<file path="src/rtl/eject_reassembly_pkg.sv">
// Shared flit-format definitions and slot state type for the ejection reassembly stage.
package eject_reassembly_pkg;

  localparam int unsigned WIDTH_DATA = 16;
  localparam int unsigned WIDTH_HDR  = 24;
  localparam int unsigned WIDTH_PORT = WIDTH_HDR + WIDTH_DATA;

  localparam int unsigned W_PKTID  = 6;
  localparam int unsigned W_FLITID = 2;
  localparam int unsigned W_TIME   = 8;
  localparam int unsigned W_POS    = 4;

  // Header field offsets, relative to the bit just above DATA.
  localparam int unsigned OFS_POS_Y  = 0;
  localparam int unsigned OFS_POS_X  = OFS_POS_Y + W_POS;
  localparam int unsigned OFS_TIME   = OFS_POS_X + W_POS;
  localparam int unsigned OFS_FLITID = OFS_TIME + W_TIME;
  localparam int unsigned OFS_PKTID  = OFS_FLITID + W_FLITID;

  typedef enum logic [1:0] {
    SlotIdle,
    SlotFill,
    SlotDone
  } slot_state_e;

endpackage

</file>
<file path="src/rtl/eject_reassembly_slot.sv">
// One reassembly slot: lifecycle state, arrival mask, captured header and payload lanes.
module reasm_slot
  import eject_reassembly_pkg::*;
#(
  parameter int unsigned DATA_W        = WIDTH_DATA,
  parameter int unsigned FLITS_PER_PKT = 4
) (
  input  logic                            clk_i,
  input  logic                            reset_i,
  input  logic [W_PKTID-1:0]              pktid_i,
  input  logic [W_FLITID-1:0]             flitid_i,
  input  logic [W_TIME-1:0]               time_i,
  input  logic [DATA_W-1:0]               data_i,
  input  logic                            alloc_i,
  input  logic                            write_i,
  input  logic                            release_i,
  output logic                            idle_o,
  output logic                            fill_o,
  output logic                            done_o,
  output logic                            match_o,
  output logic                            hit_set_o,
  output logic [W_PKTID-1:0]              pktid_o,
  output logic [W_TIME-1:0]               time_o,
  output logic [FLITS_PER_PKT*DATA_W-1:0] data_o
);

  slot_state_e                     state_q, state_d;
  logic [W_PKTID-1:0]              pktid_q, pktid_d;
  logic [W_TIME-1:0]               time_q, time_d;
  logic [FLITS_PER_PKT-1:0]        mask_q, mask_d, lane_oh;
  logic [FLITS_PER_PKT*DATA_W-1:0] data_q, data_d;

  always_comb begin
    lane_oh = '0;
    for (int k = 0; k < FLITS_PER_PKT; k++) begin
      lane_oh[k] = (flitid_i == W_FLITID'(k));
    end
  end

  assign idle_o    = (state_q == SlotIdle);
  assign fill_o    = (state_q == SlotFill);
  assign done_o    = (state_q == SlotDone);
  assign match_o   = !idle_o && (pktid_q == pktid_i);
  assign hit_set_o = |(mask_q & lane_oh);
  assign pktid_o   = pktid_q;
  assign time_o    = time_q;
  assign data_o    = data_q;

  always_comb begin
    state_d = state_q;
    pktid_d = pktid_q;
    time_d  = time_q;
    mask_d  = mask_q;
    data_d  = data_q;
    if (release_i) begin
      state_d = SlotIdle;
      mask_d  = '0;
    end else if (alloc_i || write_i) begin
      mask_d = (alloc_i ? '0 : mask_q) | lane_oh;
      if (alloc_i) begin
        pktid_d = pktid_i;
        time_d  = time_i;
      end
      for (int k = 0; k < FLITS_PER_PKT; k++) begin
        if (lane_oh[k]) data_d[k*DATA_W +: DATA_W] = data_i;
      end
      // Completion is decided on the mask being written, so single-flit packets skip FILL.
      state_d = (&mask_d) ? SlotDone : SlotFill;
    end
  end

  always_ff @(posedge clk_i) begin
    if (reset_i) begin
      state_q <= SlotIdle;
      pktid_q <= '0;
      time_q  <= '0;
      mask_q  <= '0;
      data_q  <= '0;
    end else begin
      state_q <= state_d;
      pktid_q <= pktid_d;
      time_q  <= time_d;
      mask_q  <= mask_d;
      data_q  <= data_d;
    end
  end

endmodule

</file>
<file path="src/rtl/eject_reassembly.sv">
// Ejection-side packet reassembly: classifies each arriving flit, owns slot allocation,
// lowest-index DONE output selection, free-slot count and status pulses.
module eject_reassembly
  import eject_reassembly_pkg::*;
#(
  parameter int unsigned DATA_W        = WIDTH_DATA,
  parameter int unsigned SLOTS         = 4,
  parameter int unsigned FLITS_PER_PKT = 4
) (
  input  logic                            clk,
  input  logic                            reset,
  input  logic [WIDTH_HDR+DATA_W-1:0]     flit_in,
  input  logic                            flit_in_valid,
  output logic                            pkt_valid,
  input  logic                            pkt_ready,
  output logic [W_PKTID-1:0]              pkt_id,
  output logic [W_TIME-1:0]               pkt_time,
  output logic [FLITS_PER_PKT*DATA_W-1:0] pkt_data,
  output logic [3:0]                      slot_free_cnt,
  output logic                            drop_pulse,
  output logic                            dup_pulse,
  output logic                            err_pulse
);

  localparam int unsigned PktW = FLITS_PER_PKT * DATA_W;

  logic [WIDTH_HDR-1:0] hdr;
  logic [W_PKTID-1:0]   in_id;
  logic [W_FLITID-1:0]  in_fid;
  logic [W_TIME-1:0]    in_time;
  logic [DATA_W-1:0]    in_data;
  logic                 unused_pos;

  assign hdr        = flit_in[DATA_W +: WIDTH_HDR];
  assign in_id      = hdr[OFS_PKTID +: W_PKTID];
  assign in_fid     = hdr[OFS_FLITID +: W_FLITID];
  assign in_time    = hdr[OFS_TIME +: W_TIME];
  assign in_data    = flit_in[DATA_W-1:0];
  assign unused_pos = ^hdr[OFS_POS_Y +: 2*W_POS];

  logic [SLOTS-1:0]   s_idle, s_fill, s_done, s_match, s_hit;
  logic [SLOTS-1:0]   s_alloc, s_write, s_release, first_idle, first_done;
  logic [W_PKTID-1:0] s_id   [SLOTS];
  logic [W_TIME-1:0]  s_time [SLOTS];
  logic [PktW-1:0]    s_data [SLOTS];
  logic               flit_ok, any_match;
  logic               drop_d, dup_d, err_d, drop_q, dup_q, err_q;

  for (genvar g = 0; g < SLOTS; g++) begin : g_slot
    reasm_slot #(
      .DATA_W       (DATA_W),
      .FLITS_PER_PKT(FLITS_PER_PKT)
    ) u_slot (
      .clk_i    (clk),
      .reset_i  (reset),
      .pktid_i  (in_id),
      .flitid_i (in_fid),
      .time_i   (in_time),
      .data_i   (in_data),
      .alloc_i  (s_alloc[g]),
      .write_i  (s_write[g]),
      .release_i(s_release[g]),
      .idle_o   (s_idle[g]),
      .fill_o   (s_fill[g]),
      .done_o   (s_done[g]),
      .match_o  (s_match[g]),
      .hit_set_o(s_hit[g]),
      .pktid_o  (s_id[g]),
      .time_o   (s_time[g]),
      .data_o   (s_data[g])
    );
  end

  // Isolate lowest set bit. The released slot is still DONE here, so it is never allocated
  // and a flit for its PKTID classifies as a duplicate.
  assign first_idle = s_idle & (~s_idle + SLOTS'(1));
  assign first_done = s_done & (~s_done + SLOTS'(1));

  assign flit_ok   = flit_in_valid && (32'(in_fid) < FLITS_PER_PKT);
  assign any_match = |s_match;
  assign pkt_valid = |s_done;
  assign s_release = (pkt_valid && pkt_ready) ? first_done : '0;
  assign s_write   = flit_ok ? (s_match & s_fill & ~s_hit) : '0;
  assign s_alloc   = (flit_ok && !any_match) ? first_idle : '0;

  assign err_d  = flit_in_valid && !flit_ok;
  assign dup_d  = flit_ok && any_match && !(|s_write);
  assign drop_d = flit_ok && !any_match && !(|s_idle);

  always_comb begin
    pkt_id        = '0;
    pkt_time      = '0;
    pkt_data      = '0;
    slot_free_cnt = '0;
    for (int i = 0; i < SLOTS; i++) begin
      if (first_done[i]) begin
        pkt_id   = pkt_id | s_id[i];
        pkt_time = pkt_time | s_time[i];
        pkt_data = pkt_data | s_data[i];
      end
      if (s_idle[i]) slot_free_cnt = slot_free_cnt + 4'd1;
    end
  end

  always_ff @(posedge clk) begin
    if (reset) begin
      drop_q <= 1'b0;
      dup_q  <= 1'b0;
      err_q  <= 1'b0;
    end else begin
      drop_q <= drop_d;
      dup_q  <= dup_d;
      err_q  <= err_d;
    end
  end

  assign drop_pulse = drop_q;
  assign dup_pulse  = dup_q;
  assign err_pulse  = err_q;

endmodule

</file>
<file path="config.mk">
export PLATFORM = sky130hd
export DESIGN_NAME = eject_reassembly
export DESIGN_NICKNAME = d
export VERILOG_FILES = /design/src/rtl/eject_reassembly_pkg.sv /design/src/rtl/eject_reassembly_slot.sv /design/src/rtl/eject_reassembly.sv
export SDC_FILE = /design/constraint.sdc
export NUM_CORES = 1
export LEC_CHECK = 0
export CORE_UTILIZATION = 53
export CTS_CLUSTER_SIZE = 20
export DETAILED_ROUTE_END_ITERATION = 8
export PLACE_DENSITY = 0.85
export SLEW_MARGIN = 40
export SYNTH_ARGS = -nofsm -noshare
export SYNTH_HDL_FRONTEND = slang
export SYNTH_SLANG_ARGS = --single-unit
</file>
<file path="constraint.sdc">
create_clock -name clk -period 3.54 [get_ports clk]
set_clock_uncertainty 0.1 [all_clocks]
set_input_delay 0.354 -clock clk [delete_from_list [all_inputs] [get_ports clk]]
set_output_delay 0.354 -clock clk [all_outputs]
set_load 0.05 [all_outputs]
</file>
==> metrics <==
Worst Hold Class=input port to register; Post-synth EDFFs=0; CP arrival=2.93 ns; synthesis warning total=0; Nets=1,732; final slew viol count=0; Req. time, crit path=3.09 ns; Num Clock Sinks=338; run status=finished clean; post-placement cell area=0.0164 mm^2; RSZ-0062 raised after global routing=no; Tightest Pin Transition=0.721 ns; asr flop ratio synth=0%; total gr overflow=0; DRC=0; Final min period=3.38 ns; crit share post-route=95.5%; fillers=2,038; Final Cell Area=0.0176 mm^2; Compound-Gate Fraction of Synth Area=11.9%; Setup TNS Final=0 ns; Core Box Area=0.0271 mm^2; layout cells sized above 1=12.0%; Setup crit end kind=primary output; Post-Synthesis Cells=1,618; Clk Latency, worst-skew pair=0.52 ns; Synth cell types=63; global-route wire length before repair=66,000 um; starting density of the core=54.4%; mux contribution to synthesized area=14.4%; Post-DP HPWL=25,900 um; Row Count=60; DR vias/cell=6.02; PortBufs=119; largest family of logic cells by synthesized area=simple AND/OR/NAND/NOR gates; Setup CP Type=register to primary output; Root Buffer=clkbuf_16; DR pass1 iterations=9; CTS Buf Count=36; Post-Synth XOR/XNOR Area=1.60%; TritonCTS clock tree=done; hold-fix buffers at CTS=0; startpoint types=register; vias in the first global route=12,400; register bit total from synthesis=338; crit path max fanout=8; initial antenna violation count=0; Die Span Y=169 um; simple-gate area share of the yosys netlist=20.9%; Worst VDD drop=0.000324 V; Total GRT Usage=29.4%; P per Cell Area=459 mW/mm^2; Max transition margin=51.6%; post-synthesis adder-cell area fraction=0.424%; final hold vios=0; Mapped Area=0.0148 mm^2; post-detailed-route count of antenna-violating nets=0; RD Place Congestion=0.882; Die Wd=169 um; R2R Path Start=g_slot[0].u_slot.state_q[0]; initial DRC count=1,538; largest net degree at the start of global routing=170; max-cap violations=0; wirelength, routed=42,100 um; Antenna diodes=0; postcts setup bufs=0; Mean Syn Cell Area=9.12 um^2; clk buf depth=3; vias=12,500; H-Tree Depth=2; die area=0.0285 mm^2; Layout Area Growth over Synthesis=19.3%; min-delay src=reset; # IOs=130; setup violators final=0; leakage power=6.94 nW; Synth Flop Type=dfxtp_1; Max Fclk=0.296 GHz; routed len/inst=20.3 um; Setup crit start=g_slot[0].u_slot.state_q[0]; clk slew on worst S/H paths=0.06 ns; Seq/Total Area, Yosys=45.9%
## metal layers
| metal | up-vias | GRT usage [%] | wire length, um |
|---|---|---|---|
| li1 | 5762 | - | - |
| met1 | 5991 | 35.7 | 16700 |
| met2 | 633 | 49.1 | 19700 |
| met3 | 124 | 5.05 | 3600 |
| met4 | 0 | 16.6 | 2170 |
| met5 | - | 0 | 0 |
## worst paths after layout
path | cells past startpoint | to | slack, ns
worst max-delay path | 8 | slot_free_cnt[1] | 0.16
worst min register to register | 2 | g_slot[3].u_slot.time_o[4] | 0.36
worst min-delay path | 2 | g_slot[0].u_slot.data_o[18] | 0.1
worst max register to register | 6 | g_slot[3].u_slot.pktid_o[4] | 0.67
## cells by family (layout without fill, tap and decap cells)
group / after synthesis / count (layout)
compound gates: 243 / 243
xor+xnor: 27 / 27
fa+ha+maj: 5 / 5
buf+inv: 149 / 236
flops: 338 / 338
mux: 212 / 212
other cells: 1 / 2
simple gates: 643 / 643
## cell type report
cell class	instances	area, um^2	area share (%)
multi-input combinational	1132	7340	41.7
sequential	338	6770	38.5
timing repair buffer	171	1880	10.7
clock buffer	50	1000	5.70
tap	372	465	2.65
clock inverter	11	123	0.697
inverter	4	18.8	0.107
## cells in the mapped netlist, drive strengths merged (4+ instances only)
master  count  share of area [%]
nor2      172                4.4
o21ai      72                2.4
xnor2      15               0.89
nand3b     66                3.4
nand3      15               0.80
clkbuf     98                2.5
buf        47                2.3
ha          5               0.42
xor2       12               0.71
and3        6               0.25
dfxtp     338                 46
mux2i     210                 14
nor2b       4               0.17
nor4        6               0.30
nand2     265                6.7
a21oi      63                2.1
nand2b     87                3.7
a22oi       6               0.37
a222oi     78                5.3
nand4       6               0.25
## worst max-delay path, stage by stage, from the launching register on
cell and delay, ns:
dfxtp_1 0.43, or2_1 0.31, clkinvlp_4 0.27, ha_1 0.27
nor2_1 0.10, a21oi_1 0.06, ha_1 0.28, mux2_2 0.26
dlygate4sd2_1 0.42
## placed cells by master, fill, tap and decap left out, types with 37 or more instances in the layout
| cell | synthesis | routed |
|---|---|---|
| dfxtp_1 | 338 | 338 |
| nand2_1 | 265 | 265 |
| mux2i_1 | 210 | 210 |
| nor2_1 | 171 | 169 |
| nand2b_1 | 87 | 87 |
| buf_4 | 12 | 86 |
| a222oi_1 | 78 | 78 |
| nand3b_1 | 66 | 66 |
| o21ai_0 | 65 | 65 |
| a21oi_1 | 63 | 63 |
| clkdlybuf4s50_1 | 0 | 37 |
## flip-flops by register name (all words and copies together), names as in the netlist
signal / count
g_slot.u_slot.mask_q: 16
drop_pulse: 1
g_slot.u_slot.time_o: 32
g_slot.u_slot.pktid_o: 24
g_slot.u_slot.state_q: 8
dup_pulse: 1
g_slot.u_slot.data_o: 256
## report_power, final
group          total, W  internal [W]  switching (W)
clock           0.00364       0.00213        0.00152
combinational  0.000527      0.000197       0.000330
sequential      0.00390       0.00386      0.0000381
## timing repair
action                     in CTS  in global routing
setup endpoints to repair       2                 12
pin swaps                       0                  0
resized for setup               2                 13
cloned                          0                  0
## metrics by stage
step | util [%] | setup slack [ns] | power, W | hold WS (ns) | std cells
2_1_floorplan | - | 0.884 | 0.00433 | 0.336 | 1619
3_3_place_gp | 60.6 | 0.309 | 0.00448 | 0.341 | 2016
3_5_place_dp | 60.6 | 0.217 | 0.00450 | 0.347 | 2016
4_1_cts | 64.7 | 0.0141 | 0.00810 | 0.355 | 2077
5_1_grt | 64.9 | 0.0241 | 0.00831 | 0.119 | 2078
6_report | 64.9 | 0.158 | 0.00807 | 0.0959 | 2078
(Power assumes the default switching activity.)
==> RTL edit, RTL diff (same settings) <==
`pktid_q` no longer has a reset.
--- a/src/rtl/eject_reassembly_slot.sv
+++ b/src/rtl/eject_reassembly_slot.sv
@@ -73,5 +73,4 @@
     if (reset_i) begin
       state_q <= SlotIdle;
-      pktid_q <= '0;
       time_q  <= '0;
       mask_q  <= '0;
@@ -79,5 +78,4 @@
     end else begin
       state_q <= state_d;
-      pktid_q <= pktid_d;
       time_q  <= time_d;
       mask_q  <= mask_d;
@@ -86,4 +84,8 @@
   end
 
+  always_ff @(posedge clk_i) begin
+    pktid_q <= pktid_d;
+  end
+
 endmodule
 
Check against the original RTL: no difference found for any inputs over 4 cycles, from zero or initial values and one cycle with reset high; that may be too few to reach the edited logic, so the function may still have changed.
==> RTL edit against the unedited design <==
Sequential power is 1% higher. Area after synthesis is 5.6% higher. Routed wire length is 1.6% lower. Worst setup slack worse by 0.13 ns. Power is 2.9% higher. Largest power group unchanged. The flow now finishes with violations (design-rule violations). Clock power is 5.8% higher. Cell area is 3.3% higher. Largest cell class unchanged. Critical path type unchanged. Sequential cell count stayed put.
==> RTL edit: results (changes against the unedited design) <==
cells_and_area:
  drive_gt1_frac: 0.1228  # +0.002653
  nets: 1687  # -2.6%
  final_cells: 2045  # -1.6%
timing:
  hold_slack_ns: 0.3711  # +0.2752 ns
  tightest_slew_ns: 0.8727  # +0.1514 ns
place:
  hpwlAfterDp_um: 25070  # -3.1%
  place_ws_ns: 0.2742  # +0.05760 ns
  globalplace.congestion: 0.9175  # +4.1%
setup_path:
  arrival_ns: 3.06  # +0.13 ns
  cpMaxStageDelayCell: "buf_4"
  critPathLaunch: "g_slot[1].u_slot.state_q[0]$_SDFFE_PP0P_"
  max_stage_delay_ns: 0.62  # +0.19 ns
  setup.worst_path.end: "pkt_data[48]"
  crit_path_max_fanout: 45  # +37
yosys:
  synth-adder-area-share: 0.004015  # -0.0002261
  yosysSeqAreaShare: 0.4497  # -0.009039
  synth_area_leaders: "dfxtp_1, mux2i_1, nand2b_1"
  synth.distinct_cells: 65  # +3.2%
  synth_xor_area_frac: 0.01518  # -0.0008547
  muxShareOfSynthArea: 0.1693  # +0.02532
  post_synth.cell_area_avg_um2: 9.825  # +7.8%
  synthTopCellsByCount: "dfxtp_1, nand2b_1, mux2i_1"
drt:
  wl_met3_um: 3407  # -5.4%
  remaining_drc_errors: 7  # +7
  met2_length_um: 19580  # -0.65%
  drt-met1-wl_um: 17220  # +3.4%
  drt_iter0_drc: 1532  # -0.39%
clock_tree:
  clock_latency_ns: 0.54  # +0.02 ns
  ctsResizeCount: 1  # -1
hold_path:
  hold_end: "g_slot[1].u_slot.time_o[4]$_SDFFE_PP0P_"
  holdCritPathClass: "reg -> reg"
  hp-start: "g_slot[1].u_slot.time_o[4]$_SDFFE_PP0P_"
pwr:
  p_leak_nw: 8.442  # +22%
status:
  outcome: "finished with violations"
  violations: "design-rule violations"
global_route:
  grt_start_max_net_pins: 160  # -5.9%
  grtUsageTotal: 0.2733  # -0.02018
  grt_use_met2: 0.4528  # -0.03856
  grt_util_met3: 0.03947  # -0.01103
  grt_util_met1: 0.3591  # +0.001719
## RTL edit: worst max-delay path: cells and delay by family (launching register included)
| kind | cells | cell delay (ns) |
|---|---|---|
| AO/OA/AOI/OAI | 1 | 0.24 |
| AND/OR/NAND/NOR | 3 | 1.04 |
| buffers and inverters | 2 | 0.85 |
| flip-flops | 1 | 0.33 |
## RTL edit: power by group
part / internal (mW) / leakage [nW] / switching (mW)
Combinational: 0.206 / 5.09 / 0.306
Clock: 2.28 / 0.599 / 1.57
Sequential: 3.91 / 2.76 / 0.0367
## RTL edit: final cells by class
type,count,area [um^2]
clock inverter,12,168.9
tap,384,480.5
inverter,5,18.77
multi-input combinational,1084,7797
fill,2210,10610
clock buffer,49,1032
timing repair buffer,173,1663
sequential,338,7007
